## config.mk

```make
export PLATFORM = sky130hd
export DESIGN_NAME = serial_frame_sched
export DESIGN_NICKNAME = d
export VERILOG_FILES = /design/src/rtl/serial_frame_sched_pkg.sv /design/src/rtl/serial_frame_sched.sv
export SDC_FILE = /design/constraint.sdc
export NUM_CORES = 1
export LEC_CHECK = 0
export ABC_AREA = 1
export CAP_MARGIN = 5
export CORE_AREA = 5 5 75 84
export DETAILED_ROUTE_END_ITERATION = 7
export DIE_AREA = 0 0 80 89
export GPL_TIMING_DRIVEN = 0
export PLACE_DENSITY = 0.94
export SLEW_MARGIN = 40
export SYNTH_ARGS = -nofsm -noshare
export SYNTH_HDL_FRONTEND = slang
export SYNTH_SLANG_ARGS = --single-unit
```

## constraint.sdc

```tcl
create_clock -name Clk -period 3.6 [get_ports Clk]
set_input_delay 0.36 -clock Clk [delete_from_list [all_inputs] [get_ports Clk]]
set_output_delay 0.36 -clock Clk [all_outputs]
set_load 0.02 [all_outputs]
```

## src/rtl/serial_frame_sched_pkg.sv

```systemverilog
// Shared definitions for the sample-frame transmit scheduler and its receive-side parser.
// Frame layout: HEADER, type, data[15:8], data[7:0], checksum (sum of bytes 1..3 mod 256).
package serial_frame_sched_pkg;

    typedef enum logic [1:0] {
        ST_IDLE = 2'd0,
        ST_LOAD = 2'd1,
        ST_SEND = 2'd2,
        ST_WAIT = 2'd3
    } sched_state_e;

    localparam logic [7:0] TYPE_HR   = 8'h01;
    localparam logic [7:0] TYPE_SPO2 = 8'h02;
    localparam int         FRAME_LEN = 5;
    localparam logic [2:0] LAST_IDX  = 3'(FRAME_LEN - 1);

    function automatic logic [7:0] frame_byte(
        input logic [2:0]  idx,
        input logic [7:0]  hdr,
        input logic [7:0]  ftype,
        input logic [15:0] data
    );
        logic [7:0] b;
        case (idx)
            3'd0:    b = hdr;
            3'd1:    b = ftype;
            3'd2:    b = data[15:8];
            3'd3:    b = data[7:0];
            default: b = ftype + data[15:8] + data[7:0];
        endcase
        return b;
    endfunction

endpackage

```

## src/rtl/serial_frame_sched.sv

```systemverilog
// Round-robin scheduler that packs HR / SpO2 samples into 5-byte frames for a byte transmitter.
// state | meaning: IDLE wait for sample | LOAD latch header | SEND start pulse | WAIT await tx_done
module serial_frame_sched
    import serial_frame_sched_pkg::*;
#(
    parameter logic [7:0]  HEADER      = 8'hAA,
    parameter logic [15:0] TIMEOUT_CYC = 16'd60000
) (
    input  logic        Clk,
    input  logic        Rst,
    input  logic        hr_valid,
    input  logic [15:0] hr_data,
    output logic        hr_ready,
    input  logic        spo2_valid,
    input  logic [15:0] spo2_data,
    output logic        spo2_ready,
    output logic        tx_send_en,
    output logic [7:0]  tx_data,
    input  logic        tx_done,
    output logic        busy,
    output logic        timeout_err
);

    localparam logic [15:0] WAIT_LAST = TIMEOUT_CYC - 16'd1;

    sched_state_e state, state_nxt;
    logic [2:0]   byte_idx;
    logic [15:0]  wait_cnt;
    logic [7:0]   frame_type;
    logic [15:0]  frame_data;
    logic         last_spo2;
    logic         run;
    logic         accept_hr, accept_spo2;
    logic         wait_expire;

    // run keeps the ready strobes quiet while Rst is high and for the release cycle
    always_comb begin
        accept_hr   = 1'b0;
        accept_spo2 = 1'b0;
        if (state == ST_IDLE && run) begin
            accept_hr   = hr_valid && (!spo2_valid || last_spo2);
            accept_spo2 = spo2_valid && !accept_hr;
        end
    end

    assign wait_expire = (state == ST_WAIT) && !tx_done && (wait_cnt == WAIT_LAST);

    always_ff @(posedge Clk or posedge Rst) begin
        if (Rst) begin
            state <= ST_IDLE;
        end else begin
            state <= state_nxt;
        end
    end

    always_comb begin
        state_nxt = state;
        case (state)
            ST_IDLE: if (accept_hr || accept_spo2) state_nxt = ST_LOAD;
            ST_LOAD: state_nxt = ST_SEND;
            ST_SEND: state_nxt = ST_WAIT;
            ST_WAIT: begin
                if (tx_done) begin
                    state_nxt = (byte_idx == LAST_IDX) ? ST_IDLE : ST_SEND;
                end else if (wait_expire) begin
                    state_nxt = ST_IDLE;
                end
            end
            default: state_nxt = ST_IDLE;
        endcase
    end

    always_comb begin
        hr_ready    = accept_hr;
        spo2_ready  = accept_spo2;
        tx_send_en  = (state == ST_SEND);
        busy        = (state != ST_IDLE);
        timeout_err = wait_expire;
    end

    always_ff @(posedge Clk or posedge Rst) begin
        if (Rst) begin
            run        <= 1'b0;
            byte_idx   <= 3'd0;
            wait_cnt   <= 16'd0;
            frame_type <= 8'h00;
            frame_data <= 16'h0000;
            last_spo2  <= 1'b1;
            tx_data    <= 8'h00;
        end else begin
            run      <= 1'b1;
            wait_cnt <= (state == ST_WAIT) ? wait_cnt + 16'd1 : 16'd0;
            case (state)
                ST_IDLE: begin
                    byte_idx <= 3'd0;
                    if (accept_hr) begin
                        frame_type <= TYPE_HR;
                        frame_data <= hr_data;
                        last_spo2  <= 1'b0;
                    end else if (accept_spo2) begin
                        frame_type <= TYPE_SPO2;
                        frame_data <= spo2_data;
                        last_spo2  <= 1'b1;
                    end
                end
                ST_LOAD: begin
                    byte_idx <= 3'd0;
                    tx_data  <= HEADER;
                end
                ST_WAIT: begin
                    if (tx_done && byte_idx != LAST_IDX) begin
                        byte_idx <= byte_idx + 3'd1;
                        tx_data  <= frame_byte(byte_idx + 3'd1, HEADER, frame_type, frame_data);
                    end
                end
                default: ;
            endcase
        end
    end

endmodule

```

# After elaboration in Yosys (flattened, before gate mapping)
# Cells that the tools add are included.
# classes
n_addsub	4
eq_ne	12
muxes	19
reduce_logical	22
# ops
op	n
2-to-1 mux 16 bit	3
case mux 8 bit (4 select lines)	1
2-to-1 mux 8 bit	3
adder 16 x 1 -> 16 bit (second input constant)	1
adder 8 bit	2
equality test 16 bit (second input constant)	1
case mux 8 bit (2 select lines)	1
2-to-1 mux 2 bit	4
case mux 2 bit (4 select lines)	1
AND reduction 2 bit	4
nonzero test 2 bit	4
equality test 3 x 2 -> 1 bit (second input constant)	2
logical AND 1 bit	6
!= test 3 bit (second input constant)	2
case mux 3 bit (2 select lines)	1
equality test 2 bit (second input constant)	2
2-to-1 mux 1 bit	4
!= test 2 x 1 -> 1 bit (second input constant)	2
adder 3 x 1 -> 3 bit (second input constant)	1
equality test 3 x 1 -> 1 bit (second input constant)	1
equality test 3 bit (second input constant)	1
logical NOT 1 bit	3
logical NOT 3 bit	1
2-to-1 mux 3 bit	1
4 further kinds	5
# word_totals
register_bits	55
in_bits	37
output_inout_bits	13
elab_cells	65

# Logic depth before layout (Yosys ltp)
# depth
ltp_word	9
mapped_depth	11
ltp_nobuf	11

# Least setup slack after synthesis
# Ideal clock, no wire load.
# synth_timing
kind	flip-flop to flip-flop
from	reg frame_type[1]
to	reg tx_data[5]
setup_ns	0.126
arrival_time_ns	1.949
setup_slack_ns	1.524
path_stages_with_launch	10
synth_period_minus_slack_ns	2.076
cell_sequence	dfrtp_1 > fa_1 > ha_1 > inv_1 > fa_1 > inv_1 > a21oi_1 > and2_1 > o21ai_0 > a21oi_1
# synth_via
elab_chain_len	5
# synth_lines
element	line	source
from (decl)	serial_frame_sched.sv:29	logic [7:0] frame_type;
from (signal assigned)	serial_frame_sched.sv:86	frame_type <= 8'h00;
from (signal assigned)	serial_frame_sched.sv:97	frame_type <= TYPE_HR;
from (signal assigned)	serial_frame_sched.sv:101	frame_type <= TYPE_SPO2;
adder 8 bit (2 in series)	serial_frame_sched_pkg.sv:29	default: b = ftype + data[15:8] + data[7:0];
case mux 8 bit (4 select lines)	serial_frame_sched_pkg.sv:24	case (idx)
2-to-1 mux 8 bit	serial_frame_sched.sv:111	if (tx_done && byte_idx != LAST_IDX) begin
case mux 8 bit (2 select lines)	serial_frame_sched.sv:93	case (state)
to (signal assigned)	serial_frame_sched.sv:113	tx_data <= frame_byte(byte_idx + 3'd1, HEADER, frame_type, frame_data);
to (decl)	serial_frame_sched.sv:18	output logic [7:0] tx_data,
# No other way between the ends. The select of a mux whose other input is x is not followed.
# A chain may end at the register's enable or synchronous reset.

# Worst setup path after layout
# layout_timing
from	reg wait_cnt[0]
to	out timeout_err
# layout_via
elab_chain_len	2
# layout_lines
element	line	source
from (decl)	serial_frame_sched.sv:28	logic [15:0] wait_cnt;
from (signal assigned)	serial_frame_sched.sv:92	wait_cnt <= (state == ST_WAIT) ? wait_cnt + 16'd1 : 16'd0;
equality test 16 bit	serial_frame_sched.sv:46	assign wait_expire = (state == ST_WAIT) && !tx_done && (wait_cnt == WAIT_LAST);
logical AND 1 bit	serial_frame_sched.sv:46	
to (decl)	serial_frame_sched.sv:21	output logic timeout_err
# No other way between the ends.

==> metrics <==
status completed; Psw 1271 uW; antenna cells 0; DRC 0; post-DP HPWL 5104 um; Max Cap Viol 0; I/O pin count 50; final-report max-slew violation count 0; Final Hold Fails 0; top post-synthesis cells by area dfrtp_1, nand2_1, ha_1; Pint 1529 uW; share of post-route cells with drive strength above 1 0.1093; Antenna Violating Nets Remaining 0; total track usage 0.2003; Startpoint Class register; post-synthesis cell area 2997 um2; Static Leak 0.001753 uW; clk slew on worst S/H paths 0.09 ns; die height 89 um; unrepaired setup endpoints after global routing no; combinational cell fraction of total power 0.575; Netlist cell types 37; Max Freq 0.3924 GHz; first-pass GRT wire length 11320 um; Die X 80 um; worst skew pair latency 0.30 ns; number of synthesized register bits 49; vias in the first global route 2593; CTS sink cnt 49; setup violators final 0; share of the synthesized area in the top cell type 0.4008; Vias/cell 5.194; Crit path arrival time 2.19 ns; Nets 486; Seq pwr share 0.310; die area 7120 um2; H-tree Lvls 2; initial drt markers 231; port bufs 49; gr ovfl total 0; syn nets 429; CP max stage cell clkdlybuf4s50_1; GP Congestion 0.8784; start of the worst register-to-register path frame_type[1]; antenna violations before repair 0; Root Driver clkbuf_8; core footprint 5325 um2; switching share of power 0.4539; row cnt 28; Clk pwr share 0.115; period utilization 0.7079; Pre-antenna DRT Iters 5; r2r setup slk 1.36 ns; via count 2623; area grow syn2layout 23.13%; Post-CTS Setup Repair Bufs 0; Hold Crit Class primary input to asynchronous set/reset pin; required time of the critical path 3.24 ns; CP Cell Sequence ha_1 -> nand2_1 -> inv_1 -> nand2_1 -> nor3_1 -> nand2_1 -> nor3_1 -> clkdlybuf4s50_1; WS Path Type register to primary output; clk buf depth 2; CP dominant cell by count nand2_1; Syn. warnings 0; cell taking the most area after synthesis dfrtp_1; setup TNS 0 ns; cts bufs inserted 5; post-cts gate resize count 0; CP max FO 4; Syn Inst Count 372; Peak VDD IR 361.9 uV; Reg2Reg Depth 9; post-synthesis sequential area ratio 0.4096; final wirelength 6379 um; CTS Hold Bufs 0; mean area per synthesized cell 8.055 um2; Final Util 0.6929; slowest cell delay on critical path 0.64 ns; Final Skew 0.006332 ns; reg2reg end tx_data[5]; Starting Density 0.5627; CTS tree built; Cell Pwr Density 758.8 nW/um2; largest net degree at the start of global routing 28; min Tclk post-route 2.549 ns; WL per Instance 12.63 um; CP Capture Type primary output
flip-flops by register name, indices dropped and copies added, names as in the netlist:
register,flops
run,1
last_spo2,1
tx_data,8
byte_idx,3
frame_data,16
state,2
wait_cnt,16
frame_type,2
synth_stat cells, drive strengths merged:
master and number:
dfrtp 48, buf 5, fa 3, o211ai 10
or2 2, inv 56, nand3b 1, nor2 35
clkinv 1, conb 1, a211oi 2, o21ai 26
a21boi 1, and2 2, nand2 107, nor3 7
ha 17, nand3 20, nand4 4, dfstp 1
a31oi 8, a21oi 15
area by class of cell:
class,instances,area (um2)
buffer,5,55.05
clock buffer,6,72.57
clock inverter,2,13.76
fill,420,1635
inverter,57,220.2
multi-input combinational,261,1496
sequential,49,1227
tap,75,93.84
timing repair buffer,50,510.5
cell families (layout without fill, tap and decap cells):
kind of cell | count (synthesis) | count (layout) | synth area share
buffers and inverters | 62 | 120 | 0.09102
other | 1 | 1 | 0.001251
adder cells (fa/ha/maj) | 20 | 20 | 0.09102
AND/OR/NAND/NOR | 178 | 178 | 0.2714
flip-flops | 49 | 49 | 0.4096
AO/OA/AOI/OAI | 62 | 62 | 0.1357
stage by stage:
stage	hold slack, ns	setup slack [ns]	cells	area [um2]	power [uW]
2_1_floorplan	0.4547	1.524	372	2997	2041
3_3_place_gp	0.4648	1.169	496	3581	2400
3_5_place_dp	0.4690	1.142	497	3603	2474
4_1_cts	0.3668	1.035	505	3690	2811
5_1_grt	0.3988	0.8606	505	3690	3114
6_report	0.3571	1.051	505	3690	2800
critical path: cells and delay by family, from the launching register on:
kind          cells  cell delay, ns
buf+inv           2            0.72
simple gates      5            0.58
flops             1            0.40
fa+ha+maj         1            0.18
metal layers:
metal	vias up	track usage	part of all wire
met5	-	0	0
met3	18	0.03024	0.058
met1	1205	0.2495	0.42
met2	93	0.3464	0.50
met4	0	0.08756	0.026
li1	1307	-	-
cells in the final DEF (no fill, tap or decap), types with 4 or more instances in the layout:
cell             count
ha_1                17
o21ai_0             22
clkdlybuf4s50_1     49
nor3_1               5
nand3_1             19
nand2_1            102
clkbuf_8             5
nor2_2               5
inv_2                4
a21oi_1             15
nor2_1              29
a31oi_1              8
inv_1               50
nand4_1              4
dfrtp_1             48
o211ai_2             7
power by group through the flow:
stage / combinational (uW) / clock, uW / sequential [uW]
6_report: 1610 / 322 / 867
2_1_floorplan: 1160 / 0 / 881
3_5_place_dp: 1600 / 0 / 878
3_3_place_gp: 1540 / 0 / 864
5_1_grt: 1870 / 350 / 893
4_1_cts: 1610 / 330 / 868
worst max-delay path by stage:
stage | startpoint | endpoint | slack (ns) | depth (start not counted)
after detailed placement | spo2_valid | spo2_ready | 1.14 | 7
final | wait_cnt[0] | timeout_err | 1.05 | 8
after global placement | spo2_valid | spo2_ready | 1.17 | 7
after floorplan | frame_type[1] | tx_data[5] | 1.52 | 9
after global routing | wait_cnt[0] | timeout_err | 0.86 | 8
after CTS | wait_cnt[0] | timeout_err | 1.04 | 8
No activity file was read; power rests on OpenSTA's default activity.
